**src/rtl/pipe_hazard_fwd_unit_if.sv**
```systemverilog
// ID-stage hazard/forwarding bus: decoded ID instruction and pipeline controls in,
// operand-forward selects, load-use stall and stall counter out.
interface pipe_hazard_fwd_unit_if #(
    parameter int unsigned RN_W  = 5,
    parameter int unsigned SEL_W = 2
);
    logic             pipe_en;
    logic             flush;
    logic             id_valid;
    logic [RN_W-1:0]  id_rs;
    logic [RN_W-1:0]  id_rt;
    logic             id_use_rs;
    logic             id_use_rt;
    logic             id_wreg;
    logic             id_m2reg;
    logic [RN_W-1:0]  id_rn;
    logic             cnt_clr;
    logic             stall;
    logic [SEL_W-1:0] fwd_a;
    logic [SEL_W-1:0] fwd_b;
    logic [15:0]      stall_cnt;

    modport master (
        output pipe_en, flush, id_valid, id_rs, id_rt, id_use_rs, id_use_rt,
               id_wreg, id_m2reg, id_rn, cnt_clr,
        input  stall, fwd_a, fwd_b, stall_cnt
    );

    modport slave (
        input  pipe_en, flush, id_valid, id_rs, id_rt, id_use_rs, id_use_rt,
               id_wreg, id_m2reg, id_rn, cnt_clr,
        output stall, fwd_a, fwd_b, stall_cnt
    );
endinterface

```
**src/rtl/pipe_hazard_fwd_unit.sv**
```systemverilog
// ID-stage hazard and forwarding unit: tracks in-flight destinations in a shift
// scoreboard, drives rs/rt forward selects, the load-use stall and a stall counter.
module pipe_hazard_fwd_unit #(
    parameter int unsigned RN_W     = 5,
    parameter int unsigned FWD_STG  = 2,
    parameter int unsigned LOAD_LAT = 1,
    parameter int unsigned SEL_W    = 2
) (
    input  logic                  clock,
    input  logic                  resetn,
    pipe_hazard_fwd_unit_if.slave bus
);
    localparam int unsigned CNT_W = 16;

    typedef struct packed {
        logic            v;
        logic [RN_W-1:0] rn;
        logic            ld;
    } slot_t;

    slot_t            slot_q [FWD_STG];
    slot_t            slot0_d;
    logic [CNT_W-1:0] stall_cnt_q;

    logic             hit_a, hit_b, rdy_a, rdy_b;
    logic [SEL_W-1:0] sel_a, sel_b;
    logic             live, rdy, hazard_c, stall_c;

    // Walk oldest to youngest so the youngest match overwrites older ones.
    always_comb begin
        hit_a = 1'b0;
        hit_b = 1'b0;
        rdy_a = 1'b1;
        rdy_b = 1'b1;
        sel_a = '0;
        sel_b = '0;
        live  = 1'b0;
        rdy   = 1'b1;
        for (int k = int'(FWD_STG) - 1; k >= 0; k--) begin
            live = slot_q[k].v && (slot_q[k].rn != '0);
            rdy  = !slot_q[k].ld || (k >= int'(LOAD_LAT));
            if (live && bus.id_use_rs && (slot_q[k].rn == bus.id_rs)) begin
                hit_a = 1'b1;
                rdy_a = rdy;
                sel_a = SEL_W'(k + 1);
            end
            if (live && bus.id_use_rt && (slot_q[k].rn == bus.id_rt)) begin
                hit_b = 1'b1;
                rdy_b = rdy;
                sel_b = SEL_W'(k + 1);
            end
        end
    end

    assign hazard_c = (hit_a && !rdy_a) || (hit_b && !rdy_b);
    assign stall_c  = hazard_c && bus.id_valid && !bus.flush;

    assign bus.stall     = stall_c;
    assign bus.fwd_a     = (hit_a && rdy_a) ? sel_a : '0;
    assign bus.fwd_b     = (hit_b && rdy_b) ? sel_b : '0;
    assign bus.stall_cnt = stall_cnt_q;

    // Stalled, squashed or empty ID slots enter the scoreboard as bubbles.
    always_comb begin
        slot0_d = '0;
        if (!(stall_c || bus.flush || !bus.id_valid)) begin
            slot0_d.v  = bus.id_wreg;
            slot0_d.rn = bus.id_rn;
            slot0_d.ld = bus.id_m2reg;
        end
    end

    always_ff @(posedge clock or negedge resetn) begin
        if (!resetn) begin
            for (int k = 0; k < int'(FWD_STG); k++) slot_q[k] <= '0;
        end else if (bus.pipe_en) begin
            slot_q[0] <= slot0_d;
            for (int k = 1; k < int'(FWD_STG); k++) slot_q[k] <= slot_q[k-1];
        end
    end

    // Saturating stall-cycle counter; clear wins over increment.
    always_ff @(posedge clock or negedge resetn) begin
        if (!resetn) begin
            stall_cnt_q <= '0;
        end else if (bus.cnt_clr) begin
            stall_cnt_q <= '0;
        end else if (bus.pipe_en && stall_c && (stall_cnt_q != '1)) begin
            stall_cnt_q <= stall_cnt_q + CNT_W'(1);
        end
    end
endmodule
```
**src/flat_wrapper.sv**
```systemverilog
// flat-port wrapper written by rule: the top's interface ports become plain ports
module pipe_hazard_fwd_unit_flat 
#(
    parameter int unsigned RN_W     = 5,
    parameter int unsigned FWD_STG  = 2,
    parameter int unsigned LOAD_LAT = 1,
    parameter int unsigned SEL_W    = 2
)
  (clock, resetn, bus_pipe_en, bus_flush, bus_id_valid, bus_id_rs, bus_id_rt, bus_id_use_rs, bus_id_use_rt, bus_id_wreg, bus_id_m2reg, bus_id_rn, bus_cnt_clr, bus_stall, bus_fwd_a, bus_fwd_b, bus_stall_cnt);
  pipe_hazard_fwd_unit_if #(.RN_W(RN_W), .SEL_W(SEL_W)) bus_i ();
  input  logic clock;
  input  logic resetn;
  input wire logic [$bits(bus_i.pipe_en)-1:0] bus_pipe_en;
  input wire logic [$bits(bus_i.flush)-1:0] bus_flush;
  input wire logic [$bits(bus_i.id_valid)-1:0] bus_id_valid;
  input wire logic [$bits(bus_i.id_rs)-1:0] bus_id_rs;
  input wire logic [$bits(bus_i.id_rt)-1:0] bus_id_rt;
  input wire logic [$bits(bus_i.id_use_rs)-1:0] bus_id_use_rs;
  input wire logic [$bits(bus_i.id_use_rt)-1:0] bus_id_use_rt;
  input wire logic [$bits(bus_i.id_wreg)-1:0] bus_id_wreg;
  input wire logic [$bits(bus_i.id_m2reg)-1:0] bus_id_m2reg;
  input wire logic [$bits(bus_i.id_rn)-1:0] bus_id_rn;
  input wire logic [$bits(bus_i.cnt_clr)-1:0] bus_cnt_clr;
  output wire logic [$bits(bus_i.stall)-1:0] bus_stall;
  output wire logic [$bits(bus_i.fwd_a)-1:0] bus_fwd_a;
  output wire logic [$bits(bus_i.fwd_b)-1:0] bus_fwd_b;
  output wire logic [$bits(bus_i.stall_cnt)-1:0] bus_stall_cnt;
  assign bus_i.pipe_en = bus_pipe_en;
  assign bus_i.flush = bus_flush;
  assign bus_i.id_valid = bus_id_valid;
  assign bus_i.id_rs = bus_id_rs;
  assign bus_i.id_rt = bus_id_rt;
  assign bus_i.id_use_rs = bus_id_use_rs;
  assign bus_i.id_use_rt = bus_id_use_rt;
  assign bus_i.id_wreg = bus_id_wreg;
  assign bus_i.id_m2reg = bus_id_m2reg;
  assign bus_i.id_rn = bus_id_rn;
  assign bus_i.cnt_clr = bus_cnt_clr;
  assign bus_stall = bus_i.stall;
  assign bus_fwd_a = bus_i.fwd_a;
  assign bus_fwd_b = bus_i.fwd_b;
  assign bus_stall_cnt = bus_i.stall_cnt;
  pipe_hazard_fwd_unit #(.RN_W(RN_W), .FWD_STG(FWD_STG), .LOAD_LAT(LOAD_LAT), .SEL_W(SEL_W)) u_core (.clock(clock), .resetn(resetn), .bus(bus_i));
endmodule
```
**config.mk**
```make
export PLATFORM = sky130hd
export DESIGN_NAME = pipe_hazard_fwd_unit_flat
export DESIGN_NICKNAME = d
export VERILOG_FILES = /design/src/rtl/pipe_hazard_fwd_unit_if.sv /design/src/rtl/pipe_hazard_fwd_unit.sv /design/src/flat_wrapper.sv
export SDC_FILE = /design/constraint.sdc
export NUM_CORES = 1
export LEC_CHECK = 0
export ABC_AREA = 1
export ABC_CLOCK_PERIOD_IN_PS = 3800
export CAP_MARGIN = 10
export CORE_MARGIN = 2
export CORE_UTILIZATION = 35
export DETAILED_ROUTE_END_ITERATION = 8
export GPL_TIMING_DRIVEN = 0
export PLACE_DENSITY = 0.67
export SYNTH_ARGS = -nofsm -noshare
export SYNTH_HDL_FRONTEND = slang
export SYNTH_SLANG_ARGS = --single-unit
```
**constraint.sdc**
```tcl
create_clock -name clock -period 3.8 [get_ports clock]
set_input_delay 0.57 -clock clock [delete_from_list [all_inputs] [get_ports clock]]
set_output_delay 0.57 -clock clock [all_outputs]
set_load 0.02 [all_outputs]
```
# Word level (Yosys, flattened, before mapping)
# Cells that the tools add are included.
# op_classes
reduce_logical	29
n_mux	15
addsub	1
n_eq_ne	5
# ops
operator	n
16-bit two-way mux	2
5-bit equality test	4
1-bit logical AND	18
16-bit by 1-bit adder with 16-bit output, second input constant	1
16-bit != test, second input constant	1
2-bit two-way mux	6
5-bit nonzero test	2
7-bit two-way mux	1
1-bit two-way mux	6
1-bit zero test	5
1-bit logical OR	3
2-bit nonzero test	1
# totals
out_inout_bits	21
register_bits	29
word_cells	56

# Depth between registers and ports, before layout
# logic_depth
ltp_word	14
depth_mapped	13

# Worst setup path before layout
# Ideal clock, no wire load.
# synth_path
path_type	input to output
startpoint	input bus_id_rs[1]
endpoint	output bus_stall
arrival_time_ns	1.521
slack_ns	1.709
path_stages	7
required_time_ns	3.230
cell_sequence	inv_1 nor2_1 nor3_2 nand3_1 nand2_2 nand2_1 nor2_1
# synth_via
elab_chain_cells	8
word_cells_on_any_way	12
cone_classes	eq/ne (2); mux (3); reduce/logical (7)
# synth_lines
item	line_no	text
from (decl)	flat_wrapper.sv:16	input wire logic [$bits(bus_i.id_rs)-1:0] bus_id_rs;
5-bit equality test	pipe_hazard_fwd_unit.sv:42	if (live && bus.id_use_rs && (slot_q[k].rn == bus.id_rs)) begin
1-bit logical AND	pipe_hazard_fwd_unit.sv:42	
1-bit two-way mux	pipe_hazard_fwd_unit.sv:42	
1-bit two-way mux / 1-bit zero test (equally long branches)	pipe_hazard_fwd_unit.sv:42, pipe_hazard_fwd_unit.sv:55	
1-bit logical AND *	pipe_hazard_fwd_unit.sv:55	assign hazard_c = (hit_a && !rdy_a) || (hit_b && !rdy_b);
1-bit logical OR *	pipe_hazard_fwd_unit.sv:55	
1-bit logical AND * (2 in a row)	pipe_hazard_fwd_unit.sv:56	assign stall_c = hazard_c && bus.id_valid && !bus.flush;
to (decl)	flat_wrapper.sv:24	output wire logic [$bits(bus_i.stall)-1:0] bus_stall;
# Every way passes the cells marked *; elsewhere a longest branch is shown, timed or not.

# Worst setup path after layout
# layout_path
startpoint	input bus_id_rt[3]
endpoint	output bus_stall
# layout_via
elab_chain_cells	8
word_cells_on_any_way	12
cone_classes	eq/ne (2); mux (3); reduce/logical (7)
# layout_lines
item	line_no	text
from (decl)	flat_wrapper.sv:17	input wire logic [$bits(bus_i.id_rt)-1:0] bus_id_rt;
5-bit equality test	pipe_hazard_fwd_unit.sv:47	if (live && bus.id_use_rt && (slot_q[k].rn == bus.id_rt)) begin
1-bit logical AND	pipe_hazard_fwd_unit.sv:47	
1-bit two-way mux	pipe_hazard_fwd_unit.sv:47	
1-bit two-way mux / 1-bit zero test (equally long branches)	pipe_hazard_fwd_unit.sv:47, pipe_hazard_fwd_unit.sv:55	
1-bit logical AND *	pipe_hazard_fwd_unit.sv:55	
1-bit logical OR *	pipe_hazard_fwd_unit.sv:55	
1-bit logical AND * (2 in a row)	pipe_hazard_fwd_unit.sv:56	
# Marks and branches as above.

==> impl_metrics.py <==
metrics = {
    "clock_tree": {
        "clk_path_buf_depth": 2,
        "h-tree-depth": 2,
        "clk_pin_slew_ns": 0.06,
        "cts_setup_buffers": 0,
        "clockRootBuffer": "clkbuf_8",
        "cts_tree": "yes",
        "clk_latency_ns": 0.28,
        "cts_hold_buffers": 0,
        "numCtsBuffers": 5,
        "cts_sinks": 29,
        "ctsResizeCount": 0,
    },
    "yosys": {
        "synth-edff-count": 0,
        "synthCells": 285,
        "yosysSeqAreaShare": 0.373,
        "synth_top_cell_by_area": "dfrtp_1",
        "ys_warn_count": 0,
        "synth_most_common_cell": "nand2_1",
        "async_flop_share": 1.00,
        "synth_area_um2": 1950,
        "synth.top_cell.area_share": 0.373,
        "ys_types": 32,
        "synth_common_cells": "nand2_1 (87), nor2_1 (39), dfrtp_1 (29), inv_1 (29), nand3_1 (27)",
        "yosys-top-cells-area": "dfrtp_1 (37%), nand2_1 (17%), nor2_1 (7.5%)",
        "synth.net_count": 311,
        "syn_area_per_cell_um2": 6.83,
        "ys_ff_latch": 29,
        "synthFlopType": "dfrtp_1",
    },
    "sta": {
        "worst_pin_slew_ns": 0.521,
        "rsz0062_at_grt": "false",
        "report.final.slew_viol_count": 0,
        "period_minus_slack_ns": 3.26,
        "finalSetupViolCount": 0,
        "skew_ns": 0.00683,
        "min_period_over_period": 0.859,
        "setup_tns_ns": 0,
        "max_slew_margin": 0.651,
        "setup_ws_ns": 0.536,
        "final_hold_viol_count": 0,
        "max_freq_mhz": 306,
    },
    "place": {
        "dpl.cell_count": 403,
        "dpl.hpwl_mm": 3.69,
        "io_buffer_count": 45,
        "gp_congestion": 0.877,
        "dp_slack_ns": 0.527,
    },
    "grt": {
        "grt_pass1_wl_mm": 8.08,
        "grt.total_usage": 0.164,
        "antenna_found_initial": 0,
        "grt_overflow": 0,
        "grt_pass1_vias": 1858,
        "grt_max_degree": 21,
    },
    "setup_path": {
        "worstPathArrival_ns": 2.69,
        "start_kind": "input port",
        "worst-r2r-cell-count": 10,
        "r2r_end": "u_core.bus.stall_cnt[6]$_DFFE_PN0P_",
        "regToRegSetupSlack_ns": 1.93,
        "crit_fanout": 8,
        "rr_startpoint": "u_core.bus.stall_cnt[0]$_DFFE_PN0P_",
        "crit_path_max_incr_delay_ns": 0.61,
        "path_cells": "clkdlybuf4s50_1, inv_1, nand2_1, nand2_1, inv_1, nand2_1, nor2_1, nand3_2, nand2_2, nand2_1, nor2_1, clkdlybuf4s50_1",
        "crit_path_end_kind": "output port",
        "worstSetupPathType": "input port to output port",
        "worstPathRequired_ns": 3.23,
        "cp_slowest_cell": "clkdlybuf4s50_1",
        "cpMostUsedCell": "nand2_1",
    },
    "route": {
        "routed_wl_mm": 4.91,
        "dr_total_vias": 1964,
        "drt_first_pass_iters": 4,
        "drtIter0Drc": 101,
        "viasPerCell": 4.79,
        "ant_nets": 0,
        "wl_per_cell_um": 12.0,
        "drcViolationCount": 0,
    },
    "die": {
        "dieHeight_um": 78.6,
        "die_w_um": 78.6,
        "start_util": 0.358,
        "ios": 46,
        "num_rows": 27,
        "die_area_um2": 6170,
        "coreArea_um2": 5440,
    },
    "finish": {
        "final_layout_size_suffix_gt1_frac": 0.0651,
        "antenna_cells": 0,
        "nets": 364,
        "fillers": 565,
        "layoutNonFillerInstCount": 410,
        "area_growth_pct": 33.0,
        "final_util": 0.476,
    },
    "worst_hold_path": {
        "hold_class": "register to register",
        "min_path_cells": 2,
        "worstHoldStart": "u_core.slot_q[6]$_DFFE_PN0P_",
        "min_to": "u_core.slot_q[6]$_DFFE_PN0P_",
    },
    "power": {
        "power.leakage_uw": 0.00121,
        "powerDensity_nw_per_um2": 276,
        "vdd_drop_max_mv": 0.159,
    },
    "outcome": {
        "status": "finished clean",
    },
    "job": {
        "drv_cap": 0,
    },
}
-- cell type report --
type | instances | area, µm² | share of cell area
multi-input cells | 215 | 1050 | 0.406
flip-flops and latches | 29 | 726 | 0.280
repair buffers | 46 | 465 | 0.180
inverters | 32 | 120 | 0.0464
well taps | 72 | 90.1 | 0.0348
clock buffers | 7 | 86.3 | 0.0334
plain buffers | 9 | 48.8 | 0.0189
-- per-stage QoR --
stage	power [µW]	hold WS [ns]	area, µm²
floorplan	401	0.274	1950
global placement	460	0.449	2490
detailed placement	463	0.457	2500
CTS	723	0.472	2590
global route	751	0.508	2590
finish	713	0.470	2590
-- critical path: cells and delay by family --
family,cells,cell delay (ns)
buffers and inverters,4,1.25
AND/OR/NAND/NOR,8,0.88
-- flip-flops by register name, indices dropped and copies added (netlist names) --
| name | flops |
|---|---|
| u_core.slot_q | 13 |
| u_core.bus.stall_cnt | 16 |
-- power by group --
group / switching, µW / internal [µW]
registers: 13.8 / 321
clock network: 113 / 143
logic: 66.0 / 55.3
-- cell families after synthesis --
logic type / count (synthesis) / share of synthesized area
AOI/OAI and AO/OA: 28 / 0.0862
xor gates and xnor gates: 12 / 0.0540
adders and majority gates: 1 / 0.00643
buffers and inverters: 41 / 0.0868
DFF: 29 / 0.373
and+or+nand+nor: 174 / 0.394
-- worst max path at each step --
stage	slack, ns	startpoint	to
detailed placement	0.53	bus_id_rt[3]	bus_stall
floorplan	1.71	bus_id_rs[1]	bus_stall
global placement	0.55	bus_id_rt[3]	bus_stall
global route	0.39	bus_id_rt[3]	bus_stall
CTS	0.51	bus_id_rt[3]	bus_stall
finish	0.54	bus_id_rt[3]	bus_stall
-- placed cells by master (no fill, tap or decap), types with 2 or more instances in the layout --
cell              n
dfrtp_1          29
and3_1            2
inv_2             3
o21ai_0          17
nor3_1            5
xor2_1            9
nor2_1           39
xnor2_1           3
buf_4             2
nand3_1          27
nand2_1          87
inv_1            29
clkbuf_8          6
nand4_1           7
clkbuf_1          7
a21oi_1           3
clkdlybuf4s50_1  45
-- per-layer routing --
| layer | share of wire | GRT usage | up-vias |
|---|---|---|---|
| li1 | - | - | 1015 |
| met1 | 0.46 | 0.202 | 890 |
| met2 | 0.47 | 0.286 | 53 |
| met3 | 0.056 | 0.0333 | 6 |
| met4 | 0.014 | 0.0526 | 0 |
| met5 | 0 | 0 | - |
No activity file was read; power rests on OpenSTA's default activity.
